===== config.mk =====
export PLATFORM = sky130hd
export DESIGN_NAME = arbitro_soma
export DESIGN_NICKNAME = d
export VERILOG_FILES = /design/src/rtl/arbitro_soma.sv
export SDC_FILE = /design/constraint.sdc
export NUM_CORES = 1
export LEC_CHECK = 0
export ABC_CLOCK_PERIOD_IN_PS = 9550
export CAP_MARGIN = 25
export CORE_MARGIN = 3
export CORE_UTILIZATION = 47
export CTS_BUF_LIST = sky130_fd_sc_hd__clkbuf_8
export CTS_CLUSTER_DIAMETER = 30
export DETAILED_ROUTE_END_ITERATION = 16
export PLACE_DENSITY_LB_ADDON = 0.15
export SYNTH_ARGS = -nofsm -noshare
export SYNTH_HDL_FRONTEND = slang
export SYNTH_SLANG_ARGS = --single-unit

===== constraint.sdc =====
create_clock -name clk -period 9.55 [get_ports clk]
set_input_delay 1.91 -clock clk [delete_from_list [all_inputs] [get_ports clk]]
set_output_delay 1.91 -clock clk [all_outputs]
set_load 0.02 [all_outputs]

===== src/rtl/arbitro_soma.sv =====
// ---------------------------------------------------------------------------
// arbitro_soma
//   Round-robin arbiter that shares one 16-bit two's-complement ripple-carry
//   adder between two requesters. Each requester owns a private accumulator
//   for running-sum operations.
//
// Handshake: a requester raises validN with stable operands and holds them
//   until readyN is seen high. The operation is accepted in the cycle where
//   validN & readyN are both high. readyN is never raised without validN, and
//   at most one ready is high per cycle. The result appears one clock later
//   as a single-cycle rvalidN pulse, with sumN/ovfN held until the next
//   response to the same requester.
//
// Ports:
//   clk, rst                 clock (rising edge), async active-high reset
//   validN, aN, bN           request and operands from requester N
//   accN                     use acc_qN as operand A and write the sum back
//   clrN                     clear acc_qN at the next edge
//   readyN                   grant to requester N (combinational)
//   rvalidN, sumN, ovfN      registered response to requester N
//   acc_q0, acc_q1           accumulator contents
// ---------------------------------------------------------------------------
module arbitro_soma #(
  parameter int WIDTH    = 16,
  parameter bit PTR_INIT = 1'b0
) (
  input  logic             clk,
  input  logic             rst,
  input  logic             valid0,
  input  logic [WIDTH-1:0] a0,
  input  logic [WIDTH-1:0] b0,
  input  logic             acc0,
  input  logic             clr0,
  output logic             ready0,
  output logic             rvalid0,
  output logic [WIDTH-1:0] sum0,
  output logic             ovf0,
  input  logic             valid1,
  input  logic [WIDTH-1:0] a1,
  input  logic [WIDTH-1:0] b1,
  input  logic             acc1,
  input  logic             clr1,
  output logic             ready1,
  output logic             rvalid1,
  output logic [WIDTH-1:0] sum1,
  output logic             ovf1,
  output logic [WIDTH-1:0] acc_q0,
  output logic [WIDTH-1:0] acc_q1
);

  // The adder is a fixed 16-bit instance; any other width is meaningless.
  if (WIDTH != 16) begin : g_bad_width
    $error("arbitro_soma: WIDTH must be 16");
  end

  // -------------------------------------------------------------------------
  // State
  // -------------------------------------------------------------------------
  logic             ptr_q, ptr_d;        // requester holding priority
  logic             rvalid0_q, rvalid1_q;
  logic [WIDTH-1:0] sum0_q, sum1_q;
  logic             ovf0_q, ovf1_q;
  logic [WIDTH-1:0] acc0_q, acc1_q;

  // -------------------------------------------------------------------------
  // Grant: a lone requester always wins; on contention ptr decides.
  // Grants are held low during reset.
  // -------------------------------------------------------------------------
  logic gnt0, gnt1;

  always_comb begin
    gnt0 = 1'b0;
    gnt1 = 1'b0;
    if (!rst) begin
      gnt0 = valid0 && (!valid1 || (ptr_q == 1'b0));
      gnt1 = valid1 && (!valid0 || (ptr_q == 1'b1));
    end
  end

  // After a grant, priority passes to the other requester.
  always_comb begin
    ptr_d = ptr_q;
    if (gnt0)      ptr_d = 1'b1;
    else if (gnt1) ptr_d = 1'b0;
  end

  // -------------------------------------------------------------------------
  // Operand mux. A clear in the same cycle as an accumulate op forces the
  // accumulator operand to zero so the result is 0 + b.
  // -------------------------------------------------------------------------
  logic [WIDTH-1:0] op_a, op_b;

  always_comb begin
    op_a = '0;
    op_b = '0;
    if (gnt0) begin
      op_a = acc0 ? (clr0 ? '0 : acc0_q) : a0;
      op_b = b0;
    end else if (gnt1) begin
      op_a = acc1 ? (clr1 ? '0 : acc1_q) : a1;
      op_b = b1;
    end
  end

  // -------------------------------------------------------------------------
  // Shared ripple-carry adder, carry-in tied to 0.
  // Signed overflow = carry into MSB xor carry out of MSB.
  // -------------------------------------------------------------------------
  logic [WIDTH:0]   carry;
  logic [WIDTH-1:0] add_sum;
  logic             add_ovf;

  assign carry[0] = 1'b0;

  for (genvar i = 0; i < WIDTH; i++) begin : g_fa
    assign add_sum[i]  = op_a[i] ^ op_b[i] ^ carry[i];
    assign carry[i+1]  = (op_a[i] & op_b[i]) | (carry[i] & (op_a[i] ^ op_b[i]));
  end

  assign add_ovf = carry[WIDTH-1] ^ carry[WIDTH];

  // -------------------------------------------------------------------------
  // Sequential state
  // -------------------------------------------------------------------------
  always_ff @(posedge clk or posedge rst) begin
    if (rst) begin
      ptr_q     <= PTR_INIT;
      rvalid0_q <= 1'b0;
      rvalid1_q <= 1'b0;
      sum0_q    <= '0;
      sum1_q    <= '0;
      ovf0_q    <= 1'b0;
      ovf1_q    <= 1'b0;
      acc0_q    <= '0;
      acc1_q    <= '0;
    end else begin
      ptr_q     <= ptr_d;
      rvalid0_q <= gnt0;
      rvalid1_q <= gnt1;

      if (gnt0) begin
        sum0_q <= add_sum;
        ovf0_q <= add_ovf;
      end
      if (gnt1) begin
        sum1_q <= add_sum;
        ovf1_q <= add_ovf;
      end

      // Clear wins over a plain hold; a same-cycle accumulate stores 0 + b,
      // which the operand mux has already produced on add_sum.
      if (gnt0 && acc0)  acc0_q <= add_sum;
      else if (clr0)     acc0_q <= '0;

      if (gnt1 && acc1)  acc1_q <= add_sum;
      else if (clr1)     acc1_q <= '0;
    end
  end

  // -------------------------------------------------------------------------
  // Outputs
  // -------------------------------------------------------------------------
  assign ready0  = gnt0;
  assign ready1  = gnt1;
  assign rvalid0 = rvalid0_q;
  assign rvalid1 = rvalid1_q;
  assign sum0    = sum0_q;
  assign sum1    = sum1_q;
  assign ovf0    = ovf0_q;
  assign ovf1    = ovf1_q;
  assign acc_q0  = acc0_q;
  assign acc_q1  = acc1_q;

endmodule

==> run metrics <==
reg2reg setup slack 2.09 ns; most frequent cells in the layout 141 x clkdlybuf4s50_1, 84 x mux2i_1, 69 x dfrtp_1; largest net degree at the start of global routing 71; WP data required 9.77 ns; Total GRT Usage 24.3%; clk_lat worst skew 0.34 ns; clk root buf clkbuf_8; layout cells sized above 1 11.3%; Yosys warnings 0; Hold Path Origin ovf0; Max Slew Vio Count 0; slew of the pin with the lowest slew margin 0.918 ns; Worst IR Drop VDD 107 uV; initial antenna violation count 0; DR WL/cell 18.9 um; Vias/cell 5.28; Post-Synthesis Cells 335; final worst-path cycle share 96.0%; die width 97.4 um; share of the synthesized area in the top cell type 43.9%; slew margin rel. 38.8%; crit path from valid1; number of global-route vias before repair 3,448; Pre-antenna DRT Iters 4; Area after DPL 5500 um^2; Setup CP Type primary input to flop; final antenna-violating net count 0; Residual DRC 0; max-cap violations 0; pwr/cell area 160 nW/um^2; final wirelength 11.1 mm; Mean Syn Cell Area 11.7 um^2; leading area contributor after synthesis dfrtp_1; critical path arrival 9.39 ns; GPL Wtd Cong 0.841; Filler Cell Count 599; Post-synth EDFFs 0; fin nets 573; Syn Nets 423; status completed; Num CTS Buffers 9; Fmax 109 MHz; Startpoint Class primary input; setup ws final 0.384 ns; Final Critical Period 9.17 ns; Register Area 1730 um^2; Hold Path Class flop to flop; P_leak 2.72 nW; Starting Density 49.6%; via count 3,113; Main synth FF type dfrtp_1; count of different cell masters after synthesis 26; leading cell type in the layout, fill and taps excluded clkdlybuf4s50_1; pre-CTS setup slack 0.0383 ns; 1st-iter DRT viols 96; crit-path max cell delay 0.56 ns; post-layout util 71.4%; Crit. End Element flop; final instance area 5660 um^2; Antenna Cells 0; RR Startpoint ptr_q; synth top area cells dfrtp_1 44%, mux2i_1 21%, fa_1 7.6%; worst-case clock buffer depth 2; most frequent CP cell fa_2; Top-Level Pins 142; area of the multi-input gates 1890 um^2; dpl hpwl 8.26 mm; Async SR Flop Fraction 100%; first-pass GRT wire length 18.1 mm; PortBufs 141; row count 32; Worst Skew 0.00884 ns; setup violators final 0; TritonCTS clock tree yes; Hold-fix buffers, CTS 0; Post-Syn Area 3930 um^2; final hold vios 0; overall power 0.905 mW; post-synthesis sequential area ratio 43.9%; setup TNS 0 ns; htree depth 3; post-cts sizing count 0; Synth Register Bits 69; die area 9490 um^2; core box area 7930 um^2; gr ovfl total 0; Crit-path slowest cell clkdlybuf4s50_1; Worst Path Max Fanout 7; RSZ-0062 raised after global routing false; clock-pin slew on the worst setup and hold paths 0.06 ns; Area Growth Syn to Fin 44.1%; Die Y 97.4 um; clock sink total 69; Post-CTS Setup Inserts 0
-- cell type report --
class / count / share of cell area, %
clock buffer: 11 / 2.67
clock inverter: 3 / 0.265
inverter: 58 / 3.95
multi-input combinational: 191 / 33.5
sequential: 69 / 30.5
tap: 102 / 2.25
timing repair buffer: 156 / 26.9
-- per-layer routing --
metal	global-route usage [%]	wire (um)	up-vias
met3	6.17	687	12
li1	-	-	1428
met4	7.14	163	0
met5	0	0	-
met2	41.1	5610	112
met1	30.7	4680	1561
-- critical path, delay by kind of cell --
| family | cells | cell delay [ns] |
|---|---|---|
| adders and majority gates | 16 | 5.72 |
| buffers and inverters | 5 | 0.85 |
| AOI/OAI and AO/OA | 1 | 0.14 |
| and+or+nand+nor | 2 | 0.27 |
| muxes | 1 | 0.29 |
| xor gates and xnor gates | 1 | 0.18 |
-- path summary, 6_finish.rpt --
| path | endpoint | depth (start not counted) |
|---|---|---|
| max | ovf0 | 26 |
| min | ovf0 | 1 |
| max reg2reg | ovf0 | 24 |
| min reg2reg | ovf0 | 1 |
| max in group asynchronous | ovf1 | 4 |
| min in group asynchronous | ptr_q | 4 |
-- power breakdown --
| part | total (mW) | internal (mW) | switching [mW] |
|---|---|---|---|
| sequential | 0.366 | 0.340 | 0.0262 |
| combinational | 0.330 | 0.164 | 0.166 |
| clock | 0.209 | 0.104 | 0.106 |
-- registers in the layout, indices dropped and copies added, names as in the netlist --
| register | count |
|---|---|
| acc_q1 | 16 |
| ovf1 | 1 |
| ovf0 | 1 |
| sum0 | 16 |
| ptr_q | 1 |
| rvalid1 | 1 |
| rvalid0 | 1 |
| acc_q0 | 16 |
| sum1 | 16 |
-- stage by stage --
stage / hold slack, ns / instances
2_1_floorplan: 0.539 / 335
3_3_place_gp: 0.482 / 576
3_5_place_dp: 0.482 / 576
4_1_cts: 0.497 / 590
5_1_grt: 0.520 / 590
6_report: 0.502 / 590
-- Yosys cell counts (all sizes together) (4+ instances only) --
master / number
dfrtp: 69
nand2b: 29
mux2: 10
a21oi: 8
mux2i: 84
buf: 15
a22oi: 28
nor2b: 4
fa: 15
inv: 58
-- cell families after synthesis --
family	Yosys count	synth area share, %
multiplexers	94	24.3
XOR/XNOR	1	0.223
adder cells (fa/ha/maj)	16	7.96
AND/OR/NAND/NOR	39	7.64
AO/OA/AOI/OAI	41	7.36
buffers and inverters	75	8.60
flip-flops	69	43.9
Note: power is estimated with default switching activity, not from simulation.
